[config.mk]
export PLATFORM = sky130hd
export DESIGN_NAME = jt89_wrarb
export DESIGN_NICKNAME = d
export VERILOG_FILES = /design/src/rtl/jt89_pkg.sv /design/src/rtl/jt89_wrarb_fifo.sv /design/src/rtl/jt89_wrarb.sv
export SDC_FILE = /design/constraint.sdc
export NUM_CORES = 1
export LEC_CHECK = 0
export CAP_MARGIN = 0
export CORE_ASPECT_RATIO = 1.25
export CORE_MARGIN = 5
export CORE_UTILIZATION = 30
export CTS_BUF_LIST = sky130_fd_sc_hd__clkbuf_4
export DETAILED_ROUTE_END_ITERATION = 7
export GPL_TIMING_DRIVEN = 0
export SETUP_SLACK_MARGIN = 0.4
export SYNTH_ARGS = -nofsm -noshare
export SYNTH_HDL_FRONTEND = slang
export SYNTH_SLANG_ARGS = --single-unit
export TNS_END_PERCENT = 5
[constraint.sdc]
create_clock -name clk -period 2.3 [get_ports clk]
set_clock_uncertainty 0.1 [all_clocks]
set_input_delay 0.23 -clock clk [delete_from_list [all_inputs] [get_ports clk]]
set_output_delay 0.23 -clock clk [all_outputs]
set_load 0.005 [all_outputs]
[src/rtl/jt89_pkg.sv]
// Shared types for the jt89 PSG write arbiter.
// Holds the FSM state enum, the requester id and the tone-latch decode.
package jt89_pkg;

    typedef enum logic [1:0] {
        IDLE  = 2'd0,
        ISSUE = 2'd1,
        HOLD  = 2'd2,
        WAIT  = 2'd3
    } state_t;

    typedef enum logic {
        SRC_A = 1'b0,
        SRC_B = 1'b1
    } src_t;

    // Latch byte (bit7=1) addressing a tone register: bit4=0 selects
    // frequency, channel 3 (bits6:5=11) is the noise channel.
    function automatic logic is_tone_latch(input logic [7:0] b);
        return b[7] && !b[4] && (b[6:5] != 2'b11);
    endfunction

endpackage

[src/rtl/jt89_wrarb_fifo.sv]
// Requester-B byte FIFO for the jt89 write arbiter.
// Ports: push/din in, pop/dout out, full/empty/count status.
module jt89_wrarb_fifo #(
    parameter  int DEPTH = 4,
    localparam int AW    = $clog2(DEPTH),
    localparam int CW    = AW + 1
) (
    input  logic          clk,
    input  logic          rst,
    input  logic          push,
    input  logic [7:0]    din,
    input  logic          pop,
    output logic [7:0]    dout,
    output logic          full,
    output logic          empty,
    output logic [CW-1:0] count
);

    logic [7:0]    mem_q [DEPTH];
    logic [7:0]    mem_d [DEPTH];
    logic [AW-1:0] wr_ptr_q, wr_ptr_d;
    logic [AW-1:0] rd_ptr_q, rd_ptr_d;
    logic [CW-1:0] count_q, count_d;
    logic          do_push;
    logic          do_pop;

    assign full    = (count_q == CW'(DEPTH));
    assign empty   = (count_q == '0);
    assign count   = count_q;
    assign dout    = mem_q[rd_ptr_q];

    // A push into a full FIFO is refused even if a pop frees a slot
    // in the same clk: acceptance follows the ready seen by the sender.
    assign do_push = push && !full;
    assign do_pop  = pop && !empty;

    always_comb begin
        mem_d    = mem_q;
        wr_ptr_d = wr_ptr_q;
        rd_ptr_d = rd_ptr_q;
        count_d  = count_q;
        if (do_push) begin
            mem_d[wr_ptr_q] = din;
            wr_ptr_d        = wr_ptr_q + AW'(1);
        end
        if (do_pop) begin
            rd_ptr_d = rd_ptr_q + AW'(1);
        end
        if (do_push && !do_pop) begin
            count_d = count_q + CW'(1);
        end else if (do_pop && !do_push) begin
            count_d = count_q - CW'(1);
        end
    end

    always_ff @(posedge clk) begin
        mem_q <= mem_d;
        if (rst) begin
            wr_ptr_q <= '0;
            rd_ptr_q <= '0;
            count_q  <= '0;
        end else begin
            wr_ptr_q <= wr_ptr_d;
            rd_ptr_q <= rd_ptr_d;
            count_q  <= count_d;
        end
    end

endmodule

[src/rtl/jt89_wrarb.sv]
// Two-requester write arbiter in front of a jt89 PSG bus.
// A: CPU holding register (a_wr/a_din/a_busy/a_ovf); B: sequencer FIFO
// (b_valid/b_din/b_ready); PSG side: psg_cs_n/psg_wr_n/psg_din/psg_ready.
module jt89_wrarb
    import jt89_pkg::*;
#(
    parameter int BDEPTH  = 4,
    parameter int LOCK_TO = 64,
    parameter int FAIR    = 2
) (
    input  logic       clk,
    input  logic       rst,
    input  logic       clk_en,
    input  logic       a_wr,
    input  logic [7:0] a_din,
    output logic       a_busy,
    output logic       a_ovf,
    input  logic       b_valid,
    input  logic [7:0] b_din,
    output logic       b_ready,
    output logic       psg_cs_n,
    output logic       psg_wr_n,
    output logic [7:0] psg_din,
    input  logic       psg_ready
);

    localparam int CW = $clog2(BDEPTH) + 1;
    localparam int FW = $clog2(FAIR + 1) + 1;
    localparam int TW = $clog2(LOCK_TO + 1);

    state_t        state_q, state_d;
    src_t          grant_q, grant_d;
    src_t          owner_q, owner_d;
    logic [7:0]    psg_din_q, psg_din_d;
    logic [7:0]    a_data_q, a_data_d;
    logic          a_busy_q, a_busy_d;
    logic          a_ovf_q, a_ovf_d;
    logic          lock_q, lock_d;
    logic [FW-1:0] fair_q, fair_d;
    logic [TW-1:0] to_q, to_d;

    logic          a_pop;
    logic          b_pop;
    logic          a_elig;
    logic          b_elig;
    logic          pick_b;
    logic [7:0]    b_dout;
    logic          b_full;
    logic          b_empty;
    logic [CW-1:0] b_count;

    jt89_wrarb_fifo #(
        .DEPTH (BDEPTH)
    ) u_fifo (
        .clk   (clk),
        .rst   (rst),
        .push  (b_valid),
        .din   (b_din),
        .pop   (b_pop),
        .dout  (b_dout),
        .full  (b_full),
        .empty (b_empty),
        .count (b_count)
    );

    assign a_busy   = a_busy_q;
    assign a_ovf    = a_ovf_q;
    assign b_ready  = !b_full;
    assign psg_cs_n = (state_q != ISSUE);
    assign psg_wr_n = (state_q != ISSUE);
    assign psg_din  = psg_din_q;

    // While locked only the owner may be granted; otherwise A wins
    // unless it already took FAIR grants in a row with B waiting.
    always_comb begin
        a_elig = a_busy_q;
        b_elig = !b_empty;
        if (lock_q) begin
            a_elig = a_busy_q && (owner_q == SRC_A);
            b_elig = !b_empty && (owner_q == SRC_B);
        end
        pick_b = b_elig &&
                 (!a_elig || (!lock_q && fair_q >= FW'(FAIR)));
    end

    always_comb begin
        state_d   = state_q;
        grant_d   = grant_q;
        owner_d   = owner_q;
        psg_din_d = psg_din_q;
        lock_d    = lock_q;
        fair_d    = fair_q;
        to_d      = to_q;
        a_pop     = 1'b0;
        b_pop     = 1'b0;

        unique case (state_q)
            IDLE: begin
                if (a_elig || b_elig) begin
                    grant_d   = pick_b ? SRC_B : SRC_A;
                    psg_din_d = pick_b ? b_dout : a_data_q;
                    state_d   = ISSUE;
                    if (pick_b) begin
                        fair_d = '0;
                    end else if (!lock_q && !b_empty) begin
                        fair_d = fair_q + FW'(1);
                    end
                end else if (lock_q && clk_en) begin
                    if (to_q == TW'(LOCK_TO - 1)) begin
                        lock_d = 1'b0;
                        to_d   = '0;
                    end else begin
                        to_d = to_q + TW'(1);
                    end
                end
            end
            ISSUE: begin
                a_pop   = (grant_q == SRC_A);
                b_pop   = (grant_q == SRC_B);
                // Only the owner can be granted while locked, so the
                // issued byte either releases, re-locks or sets a lock.
                lock_d  = is_tone_latch(psg_din_q);
                owner_d = grant_q;
                to_d    = '0;
                state_d = HOLD;
            end
            HOLD: begin
                state_d = WAIT;
            end
            WAIT: begin
                if (psg_ready) begin
                    state_d = IDLE;
                end
            end
        endcase

        if (b_count == '0) begin
            fair_d = '0;
        end
    end

    // A write landing in the clk that pops A refills the register.
    always_comb begin
        a_busy_d = a_busy_q;
        a_data_d = a_data_q;
        a_ovf_d  = a_ovf_q;
        if (a_pop) begin
            a_busy_d = 1'b0;
        end
        if (a_wr) begin
            if (!a_busy_q || a_pop) begin
                a_busy_d = 1'b1;
                a_data_d = a_din;
            end else begin
                a_ovf_d = 1'b1;
            end
        end
    end

    always_ff @(posedge clk) begin
        if (rst) begin
            state_q   <= IDLE;
            grant_q   <= SRC_A;
            owner_q   <= SRC_A;
            psg_din_q <= '0;
            a_data_q  <= '0;
            a_busy_q  <= 1'b0;
            a_ovf_q   <= 1'b0;
            lock_q    <= 1'b0;
            fair_q    <= '0;
            to_q      <= '0;
        end else begin
            state_q   <= state_d;
            grant_q   <= grant_d;
            owner_q   <= owner_d;
            psg_din_q <= psg_din_d;
            a_data_q  <= a_data_d;
            a_busy_q  <= a_busy_d;
            a_ovf_q   <= a_ovf_d;
            lock_q    <= lock_d;
            fair_q    <= fair_d;
            to_q      <= to_d;
        end
    end

endmodule

# [Yosys cells after proc, flatten, opt, wreduce, memory -nomap -nowiden]
# Index checks and enable logic that the tools add are counted.
[totals] input_bits=22 latch_bits=0 ram_bits=0 output_inout_bits=13 n_memories=0 wordCells=111 romBits=0 ff_bits=72
[op_classes] reduce_logical=37 mux=30 n_mul=0 n_div=0 eq_ne=12 magnitude_cmp=4 add_sub_neg=6 shift=0 n_bitwise=5
[op_table] operator="$bwmux 32" n=1
[op_table] operator="$mux 8" n=4
[op_table] operator="$mux 7" n=3
[op_table] operator="$bmux 8 s2" n=1
[op_table] operator="$demux 8 s2" n=1
[op_table] operator="$pmux 7 s2" n=1
[op_table] operator="$logic_and 1x1->1" n=13
[op_table] operator="$mux 3" n=4
[op_table] operator="$ne 2x2->1 const B" n=6
[op_table] operator="$mux 1" n=11
[op_table] operator="$logic_not 1->1" n=8
[op_table] operator="$pmux 2 s4" n=1
[op_table] operator="$reduce_and 2->1" n=4
[op_table] operator="$add 7x1->7 const B" n=1
[op_table] operator="$eq 7x6->1 const B" n=1
[op_table] operator="$add 3x1->3 const B" n=2
[op_table] operator="$ge 3x3->1 const B" n=2
[op_table] operator="$not 2->3" n=2
[op_table] operator="$reduce_and 3->1" n=2
[op_table] operator="$reduce_bool 2->1" n=3
[op_table] operator="$add 2x1->2 const B" n=2
[op_table] operator="$eq 2x2->1 const B" n=2
[op_table] operator="$mux 2" n=2
[op_table] operator="$reduce_and 4->1" n=1
[op_table] operator="other kinds (12)" n=16

# [Logic depth before layout (Yosys ltp)]
# Gate-level depths: netlist (run 1).
[logic_depth] ltp_word=8 mapped_depth=10 depth_no_buf=9

# [By module]
# A second synthesis (run 1) with hierarchy kept.
[hier_totals] hier_cells=267 area_unflattened_um2=3246.9
[by_module_without_submodules] module="jt89_wrarb" area_per_inst_um2=1665.3 cells_per_inst=181 instances=1
[by_module_without_submodules] module="jt89_wrarb_fifo" area_per_inst_um2=1581.5 cells_per_inst=86 instances=1

# [Worst setup path before layout (run 1)]
# OpenSTA, ideal clock, no wires.
[synth_path] path_kind="reg-to-reg" startpoint="reg state_q[1]" endpoint="reg u_fifo.count_q[2], in the netlist u_fifo.count[2]" synth_period_minus_slack_ps=2321 path_stages_with_launch=11 slack_ps=-21 n_path_buf=1 arrival_time_ps=2151 cell_sequence="dfxtp_1 -> inv_1 -> ha_1 -> clkbuf_1 -> nand3_1 -> ha_1 -> inv_1 -> fa_1 -> xor2_1 -> or3_1 -> a21oi_1"
[synth_via] elab_chain_cells=6 word_cells_on_any_way=8 classes_between="eq/ne: 1; mux: 2; reduce/logical: 5"
[synth_lines] item="from (decl)" line_no="jt89_wrarb.sv:31" text="state_t state_q, state_d;"
[synth_lines] item="from (signal assigned)" line_no="jt89_wrarb.sv:173" text="state_q <= state_d;"
[synth_lines] item="$eq 2x1->1 (*)" line_no="jt89_wrarb.sv:97" text="unique case (state_q)"
[synth_lines] item="$mux 1 (*)" line_no="jt89_wrarb.sv:97"
[synth_lines] item="$logic_and 1x1->1 (*)" line_no="jt89_wrarb_fifo.sv:35" text="assign do_pop = pop && !empty;"
[synth_lines] item="$logic_not 1->1" line_no="jt89_wrarb_fifo.sv:49" text="if (do_push && !do_pop) begin"
[synth_lines] item="$logic_and 1x1->1" line_no="jt89_wrarb_fifo.sv:49"
[synth_lines] item="$mux 3 or $reduce_bool 2->1 (tied branches)"
[synth_lines] item="to (signal assigned)" line_no="jt89_wrarb_fifo.sv:65" text="count_q <= count_d;"
[synth_lines] item="to (decl)" line_no="jt89_wrarb_fifo.sv:23" text="logic [CW-1:0] count_q, count_d;"
# Every way passes the cells marked *; elsewhere a longest branch is shown, timed or not.
# A chain may end at the register's enable or synchronous reset.

# [Worst setup path after layout (run 1)]
[layout_path] startpoint="reg u_fifo.count_q[1], in the netlist u_fifo.count[1]" endpoint="reg u_fifo.count_q[2], in the netlist u_fifo.count[2]"
[layout_via] elab_chain_cells=6 word_cells_on_any_way=15 classes_between="add/sub: 2; eq/ne: 1; mux: 2; reduce/logical: 10"
[layout_lines] item="branches (longest 6 deep; another with $sub 3x1->3)"
# Several ways; the timed one is not identified. The select of a mux whose other input is x is not followed.

==> results of run 1 <==
==> stage by stage <==
stage	TNS (ns)	area (um2)	utilization (%)	hold WS, ns
2_1_floorplan	0	3240	-	0.229
3_3_place_gp	-0.101	3730	35.5	0.329
3_5_place_dp	-0.128	3730	35.5	0.334
4_1_cts	0	3980	37.8	0.190
5_1_grt	0	4040	38.5	0.214
6_report	0	4040	38.5	0.196
==> cells by family after synthesis <==
logic type	after synthesis	share of synthesized area (%)
buffers and inverters	25	3.44
AOI/OAI and AO/OA	52	11.8
xor gates and xnor gates	5	1.37
and+or+nand+nor	84	12.8
muxes	23	10.3
DFF	72	55.0
adders and majority gates	13	5.31
==> final cells by class <==
type | count | area, um2
well taps | 132 | 165
clock buffers | 9 | 67.6
repair buffers | 48 | 442
inverters | 9 | 36.3
flip-flops and latches | 72 | 1770
plain buffers | 16 | 103
multi-input cells | 177 | 1390
clock inverters | 7 | 71.3
fillers | 1054 | 6470
==> routing by layer <==
layer / track usage (%) / share of wire, % / vias up
met2: 19.8 / 53 / 34
met4: 5.41 / 2.3 / 0
li1: - / - / 1127
met5: 0 / 0 / -
met3: 3.18 / 3.1 / 12
met1: 13.3 / 42 / 1136
==> critical path, cell delays in order (launching register included) <==
cell	delay, ns
dfxtp_4	0.36
or3_4	0.40
nand3_4	0.10
ha_4	0.15
inv_2	0.03
fa_2	0.32
xor2_1	0.15
or3_1	0.30
a21oi_1	0.11
==> where the power goes <==
group / switching (mW) / leakage, nW / internal, mW
Clock: 0.458 / 0.0716 / 0.331
Combinational: 0.821 / 0.751 / 0.755
Sequential: 0.131 / 0.623 / 1.55
Total: 1.41 / 1.45 / 2.63
==> cells in the mapped netlist (2+ instances only) <==
| cell type | number | area, um2 |
|---|---|---|
| a211oi_2 | 2 | 25.0 |
| inv_1 | 8 | 30.0 |
| nand2b_1 | 2 | 12.5 |
| a21oi_1 | 4 | 20.0 |
| and2_1 | 5 | 31.3 |
| a2111oi_2 | 2 | 30.0 |
| xor2_1 | 4 | 35.0 |
| o31ai_1 | 2 | 15.0 |
| and3_1 | 3 | 18.8 |
| edfxtp_1 | 32 | 961 |
| a31oi_1 | 11 | 68.8 |
| nor2_1 | 19 | 71.3 |
| or3_1 | 5 | 31.3 |
| nor2b_1 | 4 | 25.0 |
| a211o_1 | 2 | 17.5 |
| nand2_1 | 30 | 113 |
| buf_4 | 3 | 22.5 |
| nand3_1 | 6 | 30.0 |
| dfxtp_1 | 40 | 801 |
| clkbuf_1 | 8 | 30.0 |
| a211oi_1 | 4 | 30.0 |
| mux4_2 | 8 | 180 |
| a21o_1 | 2 | 15.0 |
| nand4_1 | 4 | 25.0 |
| buf_2 | 4 | 20.0 |
| ha_1 | 12 | 150 |
| mux2i_1 | 15 | 150 |
| o21ai_0 | 12 | 60.1 |
==> flip-flops by register name, summed over array words and instances (netlist names), 2 cells and up <==
signal	cells
psg_din	8
fair_q	3
u_fifo.rd_ptr_q	2
to_q	7
a_data_q	8
u_fifo.wr_ptr_q	2
u_fifo.mem_q	32
u_fifo.count	3
state_q	2
==> what timing repair did <==
action,CTS,global route
resized for setup,11,5
setup endpoints to repair,19,65
pin swaps,7,6
cloned,0,0
setup buffers,8,7
==> worst paths after layout <==
kind / end / startpoint / cells after the start / slack (ns)
min reg2reg: to_q[6] / to_q[6] / 1 / 0.35
max: u_fifo.count[2] / u_fifo.count[1] / 8 / 0.20
max reg2reg: u_fifo.count[2] / u_fifo.count[1] / 8 / 0.20
min: fair_q[1] / rst / 2 / 0.20
==> results.yml, run 1 <==
outcome:
  outcome: "finished, final reports clean"
power:
  p_per_area_nw_per_um2: 1000
  power_leakage_nw: 1.45
  p_total_mw: 4.04
  vdd_drop_max_uv: 428
final_layout:
  layout_commonest_cell: "dfxtp_1"
  antenna_cells: 0
  final_cell_mix: "dfxtp_1 (35), clkdlybuf4s50_1 (32), edfxtp_1 (32), nand2_1 (30), nor2_1 (19)"
  nets: 368
  areaGrowthSynthToFinish_pct: 26.2
  drive_gt1_share_pct: 20.4
  final_cells: 470
drt:
  drc: 0
  wl_um: 7000
  antenna_left: 0
  vias: 2309
  drt_iter0_markers: 91
  wl_per_cell_um: 14.9
  dr.pass1.iters: 4
  vias_per_cell: 4.91
hold_path:
  hp-class: "in2reg"
place:
  place_ws_ns: -0.128
  dp.cells: 439
  place_congestion: 0.819
  dp_hpwl_um: 4950
  portBuffers: 33
timing:
  finalHoldViolCount: 0
  fmax_ghz: 0.475
  relSlewSlack_pct: 58.3
  setup_viol: 0
  fin_ws_ns: 0.197
  finalCritPeriodShare_pct: 91.4
  slew_violations: 0
  rsz0062_at_grt: "yes"
  period_needed_ns: 2.10
  worst_pin_slew_ns: 0.625
clock_tree:
  cts.clk_slew.worst_paths_ns: 0.12
  cts_max_level: 3
  cts_tree: "built"
  cts_num_sinks: 72
  root_buffer: "clkbuf_4"
  numCtsBuffers: 9
  cts_hold_buf: 0
  clk_latency_ns: 0.44
  cts.path.max_buffers: 2
global_route:
  grt_pass1_vias: 2326
  grt_pass1_wl_um: 11500
  overflow: 0
  grt_max_degree: 14
  grt_usage_pct: 11.6
  antenna_found_initial: 0
setup_path:
  end_kind: "flip-flop"
  critPathLaunchType: "flip-flop"
  path_class: "reg2reg"
  crit_path_max_fanout: 2
  critical_path_required_ns: 2.57
  critical_path_arrival_ns: 2.38
die:
  initial_utilization_pct: 30.5
  chipHeight_um: 126
  core-area_um2: 10500
  dieArea_um2: 12900
  rows: 42
  io_pins: 35
  fp.dieW_um: 102
flow_run:
  maxCapViolations: 0
yosys:
  ys_warn_count: 0
  ys_async_sr_fraction_pct: 0
  synth_area_um2: 3200
  synth.distinct_cells: 49
  syn-instance-count: 274
  ys_seq_elements: 72
  synth_edf_count: 32
  yosysSeqAreaShare_pct: 55.0
  syn_avg_cell_area_um2: 11.7
  ys.flop_type: "dfxtp_1"
  syn_nets: 309
Power figures use the tool's default switching activity.
==> run 2, diff against run 1 <==
--- a/config.mk
+++ b/config.mk
@@ -5,7 +5,7 @@
 export SDC_FILE = /design/constraint.sdc
 export NUM_CORES = 1
 export LEC_CHECK = 0
-export CAP_MARGIN = 0
+export ABC_CLOCK_PERIOD_IN_PS = 2300
 export CORE_ASPECT_RATIO = 1.25
 export CORE_MARGIN = 5
 export CORE_UTILIZATION = 30
==> results of run 2 <==
Same layout as run 1: the final DEF is identical, and so are final timing and power.
